$ cat config.mk
export PLATFORM = sky130hd
export DESIGN_NAME = mem_arbiter
export DESIGN_NICKNAME = d
export VERILOG_FILES = /design/src/rtl/mem_arbiter.sv
export SDC_FILE = /design/constraint.sdc
export NUM_CORES = 1
export LEC_CHECK = 0
export CORE_ASPECT_RATIO = 1.25
export CORE_MARGIN = 5
export CORE_UTILIZATION = 37
export DETAILED_ROUTE_END_ITERATION = 10
export GPL_ROUTABILITY_DRIVEN = 0
export PLACE_DENSITY = 0.81
export SLEW_MARGIN = 20
export SYNTH_ARGS = -nofsm -noshare
export SYNTH_HDL_FRONTEND = slang
export SYNTH_SLANG_ARGS = --single-unit
$ cat constraint.sdc
create_clock -name clock -period 4.5 [get_ports clock]
set_input_delay 0.9 -clock clock [delete_from_list [all_inputs] [get_ports clock]]
set_output_delay 0.9 -clock clock [all_outputs]
set_load 0.1 [all_outputs]
$ cat src/rtl/mem_arbiter.sv
// mem_arbiter: round-robin arbiter and sequencer that shares one single-port
// word memory between instruction fetch (port 0, read-only) and load/store
// (port 1, read/write). One transaction is in flight at a time; the response
// is held until the owning requester takes it.
module mem_arbiter #(
    parameter int XLEN        = 32,
    parameter int BLOCK_BYTES = 4
) (
    input  logic                   clock,
    input  logic                   reset,
    input  logic                   p0_req_valid,
    output logic                   p0_req_ready,
    input  logic [XLEN-1:0]        p0_req_addr,
    output logic                   p0_resp_valid,
    input  logic                   p0_resp_ready,
    output logic [XLEN-1:0]        p0_resp_data,
    input  logic                   p1_req_valid,
    output logic                   p1_req_ready,
    input  logic [XLEN-1:0]        p1_req_addr,
    input  logic                   p1_req_wen,
    input  logic [BLOCK_BYTES-1:0] p1_req_wmask,
    input  logic [XLEN-1:0]        p1_req_wdata,
    output logic                   p1_resp_valid,
    input  logic                   p1_resp_ready,
    output logic [XLEN-1:0]        p1_resp_data,
    output logic                   mem_wen,
    output logic [XLEN-1:0]        mem_waddr,
    output logic [BLOCK_BYTES-1:0] mem_wmask,
    output logic [XLEN-1:0]        mem_wdata,
    output logic [XLEN-1:0]        mem_raddr,
    input  logic [XLEN-1:0]        mem_rdata
);

    typedef enum logic [1:0] {
        IDLE,
        ISSUE,
        RDATA,
        RESP
    } state_t;

    state_t                 state;
    state_t                 state_next;
    logic                   last_grant;
    logic                   owner;
    logic                   lat_wen;
    logic [XLEN-1:0]        lat_addr;
    logic [XLEN-1:0]        lat_wdata;
    logic [BLOCK_BYTES-1:0] lat_wmask;
    logic [XLEN-1:0]        resp_data;
    logic                   owner_resp_ready;

    // The latched request drives both memory address ports, so the read
    // address simply stays on the last word while idle or waiting.
    assign mem_raddr        = lat_addr;
    assign mem_waddr        = lat_addr;
    assign mem_wmask        = lat_wmask;
    assign mem_wdata        = lat_wdata;
    assign p0_resp_data     = resp_data;
    assign p1_resp_data     = resp_data;
    assign owner_resp_ready = owner ? p1_resp_ready : p0_resp_ready;

    // State register; reset abandons any transaction in flight
    always_ff @(posedge clock or posedge reset) begin
        if (reset) begin
            state <= IDLE;
        end else begin
            state <= state_next;
        end
    end

    // Arbitration, handshakes, write strobe and next-state selection
    always_comb begin
        state_next    = state;
        p0_req_ready  = 1'b0;
        p1_req_ready  = 1'b0;
        p0_resp_valid = 1'b0;
        p1_resp_valid = 1'b0;
        mem_wen       = 1'b0;
        case (state)
            IDLE: begin
                p0_req_ready = p0_req_valid && (!p1_req_valid || last_grant);
                p1_req_ready = p1_req_valid && (!p0_req_valid || !last_grant);
                if (p0_req_ready || p1_req_ready) begin
                    state_next = ISSUE;
                end
            end
            ISSUE: begin
                mem_wen    = lat_wen;
                state_next = lat_wen ? RESP : RDATA;
            end
            RDATA: begin
                state_next = RESP;
            end
            RESP: begin
                p0_resp_valid = !owner;
                p1_resp_valid = owner;
                if (owner_resp_ready) begin
                    state_next = IDLE;
                end
            end
            default: begin
                state_next = IDLE;
            end
        endcase
    end

    // Latch the winning request and remember who was served last
    always_ff @(posedge clock or posedge reset) begin
        if (reset) begin
            last_grant <= 1'b1;
            owner      <= 1'b0;
            lat_wen    <= 1'b0;
            lat_addr   <= '0;
            lat_wmask  <= '0;
            lat_wdata  <= '0;
        end else if (p0_req_ready) begin
            last_grant <= 1'b0;
            owner      <= 1'b0;
            lat_wen    <= 1'b0;
            lat_addr   <= p0_req_addr;
            lat_wmask  <= '0;
            lat_wdata  <= '0;
        end else if (p1_req_ready) begin
            last_grant <= 1'b1;
            owner      <= 1'b1;
            lat_wen    <= p1_req_wen;
            lat_addr   <= p1_req_addr;
            lat_wmask  <= p1_req_wmask;
            lat_wdata  <= p1_req_wdata;
        end
    end

    // Response buffer: zero for a write ack, memory data for a read
    always_ff @(posedge clock or posedge reset) begin
        if (reset) begin
            resp_data <= '0;
        end else if (state == ISSUE && lat_wen) begin
            resp_data <= '0;
        end else if (state == RDATA) begin
            resp_data <= mem_rdata;
        end
    end

endmodule

Yosys cells after proc, flatten, opt, wreduce, memory -nomap -nowiden
Cells that the tools add are included.

storage, ports and cells
  latch bits = 0
  bits in registers = 105
  input port bits = 139
  memories = 0
  memory bits (writable) = 0
  ROM bits = 0
  output and inout bits = 169

operators by class
  bitwise operators = 0
  add/subtract/negate cells = 0
  shift-type cells = 0
  divide/modulo/power cells = 0
  mux-type cells = 22
  equal/unequal tests = 5
  magnitude comparators = 0
  multipliers = 0
  reduce and logical (&&, ||, !) cells = 14

operator list
  kind                  number
  $mux W32              6
  $mux W1               11
  $mux W4               2
  $pmux W2 S4           1
  $eq A2 B2 Y1 const B  2
  $logic_not A1 Y1      4
  $mux W2               2
  $ne A2 B2 Y1 const B  2
  $reduce_bool A2 Y1    2
  $logic_and A1 B1 Y1   3
  $logic_or A1 B1 Y1    3
  $eq A2 B1 Y1 const B  1
  $logic_not A2 Y1      1
  $reduce_and A2 Y1     1

Longest topological paths before layout
  word-level depth = 6
  gate-level depth with buffers = 7
  gate-level depth less buffers = 5

Worst setup path before layout
No wires, ideal clock.

  path type = input-to-output
  start point = in p1_req_valid
  end point = out p0_req_ready
  setup slack = 1.103 ns
  data arrival time = 2.497 ns
  data required time = 3.600 ns
  stages = 3
  cell sequence = and2b_1 -> clkbuf_2 -> nor2_1

between the ends
  cells in the longest elaborated chain, start to end = 4

ends and longest elaborated chain
  item                 line  source
  from (decl)          17    input logic p1_req_valid,
  $logic_not A1 Y1     81    p0_req_ready = p0_req_valid && (!p1_req_valid || last_grant);
  $logic_or A1 B1 Y1   81
  $logic_and A1 B1 Y1  81
  $mux W1              79    case (state)
  to (decl)            12    output logic p0_req_ready,

Every way passes these cells.

Final worst setup path
Same ends and word-level chain as after synthesis.

==> reports/results.tsv <==
metric	value	unit
outcome	finished clean	
Synth Area in Adders	1.02	%
1st-pass router iterations	5	
synthesis-to-layout area growth	60.9	%
dpl hpwl	12.0	mm
relative slew slack	31.7	%
critical path's slowest cell	clkdlybuf4s50_1	
TritonCTS clock tree	built	
die area	15700	sq um
worst-case clock buffer depth	2	
RSZ-0062 raised after global routing	false	
Setup Buffers After CTS	0	
cts hold-fix bufs	0	
Chip Height	139	um
clk_skew	0.00713	ns
initial antenna violation count	0	
max-cap viol count	0	
crit path DAT	2.37	ns
Worst EP required	3.60	ns
endpoint class of the critical path	output pin	
Port Buffer Count	307	
worst-path fanout max	34	
biggest area consumer among synthesized cells	dfrtp_1	
largest net degree at the start of global routing	65	
CP Class	primary input to output pin	
Distinct cells, synth	28	
crit-path most repeated cell	buf_4	
Resized Gates After CTS	0	
Seq/Total Area, Yosys	53.4	%
slowest stage delay, CP	0.52	ns
hold crit path type	register to register	
DRC viols	0	
Die X	113	um
grt total ovfl	0	
# setup viols final	0	
largest family of logic cells by synthesized area	compound AO/OA/AOI/OAI gates	
root buf cell	clkbuf_16	
top cells by area, synth	dfrtp_1, buf_4, mux2i_1	
share of post-route cells with drive strength above 1	5.04	%
num rows	47	
num ports	308	
DR vias	4363	
crit-path cells	clkdlybuf4s50_1, and2b_1, buf_4, nor2_1, buf_4	
# clock sinks	105	
Post-Synth Simple-Gate Area	9.61	%
total track usage	19.2	%
wire per inst	18.2	um
CP delay by family, top	buffers and inverters	
Slew @ Worst Pin	1.02	ns
mux share of post-synthesis cell area	6.94	%
Starting Density	37.4	%
Setup TNS	0	ns
Worst Path Buf+Inv	3	
Skew-Pair Late Insertion Delay	0.34	ns
Tcrit/Tclk final	72.7	%
CTS H-Tree Depth	3	
Post-Synthesis Cells	463	
crit path launch type	primary input	
syn avg cell area	10.6	sq um
post-synth top area share	52.9	%
crit path time final	3.27	ns
synthesized cell area	4920	sq um
CTS clk-pin slew, worst paths	0.07	ns
endpoints failing hold	0	
core region area	13200	sq um
number of global-route vias before repair	4628	
Fmax achieved	306	MHz
first-pass GRT wire length	24.4	mm
Post-Route WL	15.7	mm
Synth Area in Compound Gates	14.9	%
vias per cell	5.04	
max-slew violations	0	
1st-iter DRT viols	255	
Num CTS Buffers	9	
xor and xnor area share after synthesis	0	%
Final nets	832	
synth warn	0	
ant diodes	0	
syn_nets	606	
Yosys reg bits	105	
ANT nets after route	0	
==> synth_stat cells <==
cell type,instances
a21oi_2,1
a22o_1,37
a22oi_1,1
a2bb2oi_1,1
a31oi_1,32
and2_1,3
and2b_1,1
buf_2,22
buf_4,67
buf_6,4
clkbuf_1,5
clkbuf_2,1
dfrtp_1,104
dfstp_2,1
ha_1,4
inv_1,3
mux2_2,1
mux2i_1,33
nand2_1,4
nand2b_1,2
nand3_1,32
nor2_1,66
nor2b_1,1
nor3_1,1
o21a_1,1
o21ai_0,32
o21ai_1,2
o21ai_2,1
==> flip-flops by register name, summed over array words and instances, names as in the netlist <==
signal and flops:
mem_wmask 4, lat_wen 1, mem_raddr 32, state 2, owner 1, last_grant 1, p0_resp_data 32, mem_wdata 32
==> metal layers <==
metal  global-route usage, %  routed length [um]
met2                    35.1                8260
met3                    5.85                1260
met4                    7.15                 531
met5                       0                   0
met1                    20.6                5690
==> final cells by class <==
cell class	instances	area [sq um]
Tap cell	171	214
Inverter	3	13.8
Sequential cell	105	2630
Timing Repair Buffer	314	3130
Fill cell	1098	5250
Clock inverter	7	95.1
Clock buffer	9	225
Multi-Input combinational cell	256	1610
==> cell usage in the layout, fill, tap and decap left out <==
cell / instances
o21ai_1: 2
nor2b_1: 1
a22o_1: 37
mux2i_1: 33
bufinv_16: 1
inv_1: 2
and2b_1: 1
dfstp_2: 1
a2bb2oi_1: 1
nor2_1: 66
buf_12: 1
o21ai_0: 32
nand2_1: 4
nand3_1: 32
buf_4: 9
nand2b_1: 1
o21a_4: 1
and2_2: 1
nor3_1: 1
inv_4: 1
dfrtp_1: 104
clkinv_8: 1
a31oi_1: 32
mux2_2: 1
nand2b_2: 1
ha_2: 1
a22oi_1: 1
and2_1: 2
clkbuf_16: 9
a21oi_2: 1
inv_6: 2
o21ai_2: 1
inv_8: 2
ha_1: 3
clkdlybuf4s50_1: 304
clkinv_4: 1
==> worst paths after layout <==
check	start	to	slack [ns]	cells past startpoint
max reg2reg	state[0]	mem_raddr[21]	2.56	5
max	p1_req_valid	p0_req_ready	1.23	5
min reg2reg	mem_wdata[12]	mem_wdata[12]	0.51	1
min	mem_wdata[12]	mem_wdata[12]	0.51	1
min in group asynchronous	reset	p0_resp_data[29]	0.94	2
max in group asynchronous	reset	mem_raddr[27]	2.73	3
==> through the flow <==
stage / setup WS (ns) / instance area [sq um] / utilization, % / std cells / hold WS (ns)
after global placement: 1.34 / 7590 / 57.6 / 849 / 0.487
after CTS: 1.26 / 7910 / 60.1 / 865 / 0.514
after detailed placement: 1.27 / 7590 / 57.6 / 849 / 0.491
final: 1.23 / 7920 / 60.1 / 865 / 0.512
after global routing: 1.18 / 7920 / 60.1 / 865 / 0.529
after floorplan: 0.841 / 4920 / - / 463 / 0.465
==> kinds of logic after synthesis <==
logic type	count (synthesis)
multiplexers	34
AND/OR/NAND/NOR	110
adder cells (fa/ha/maj)	4
AO/OA/AOI/OAI	108
flip-flops	105
buffers and inverters	102
Power is not shown: default switching activity piles up to over one toggle a cycle in this logic, so the estimate is an artifact.
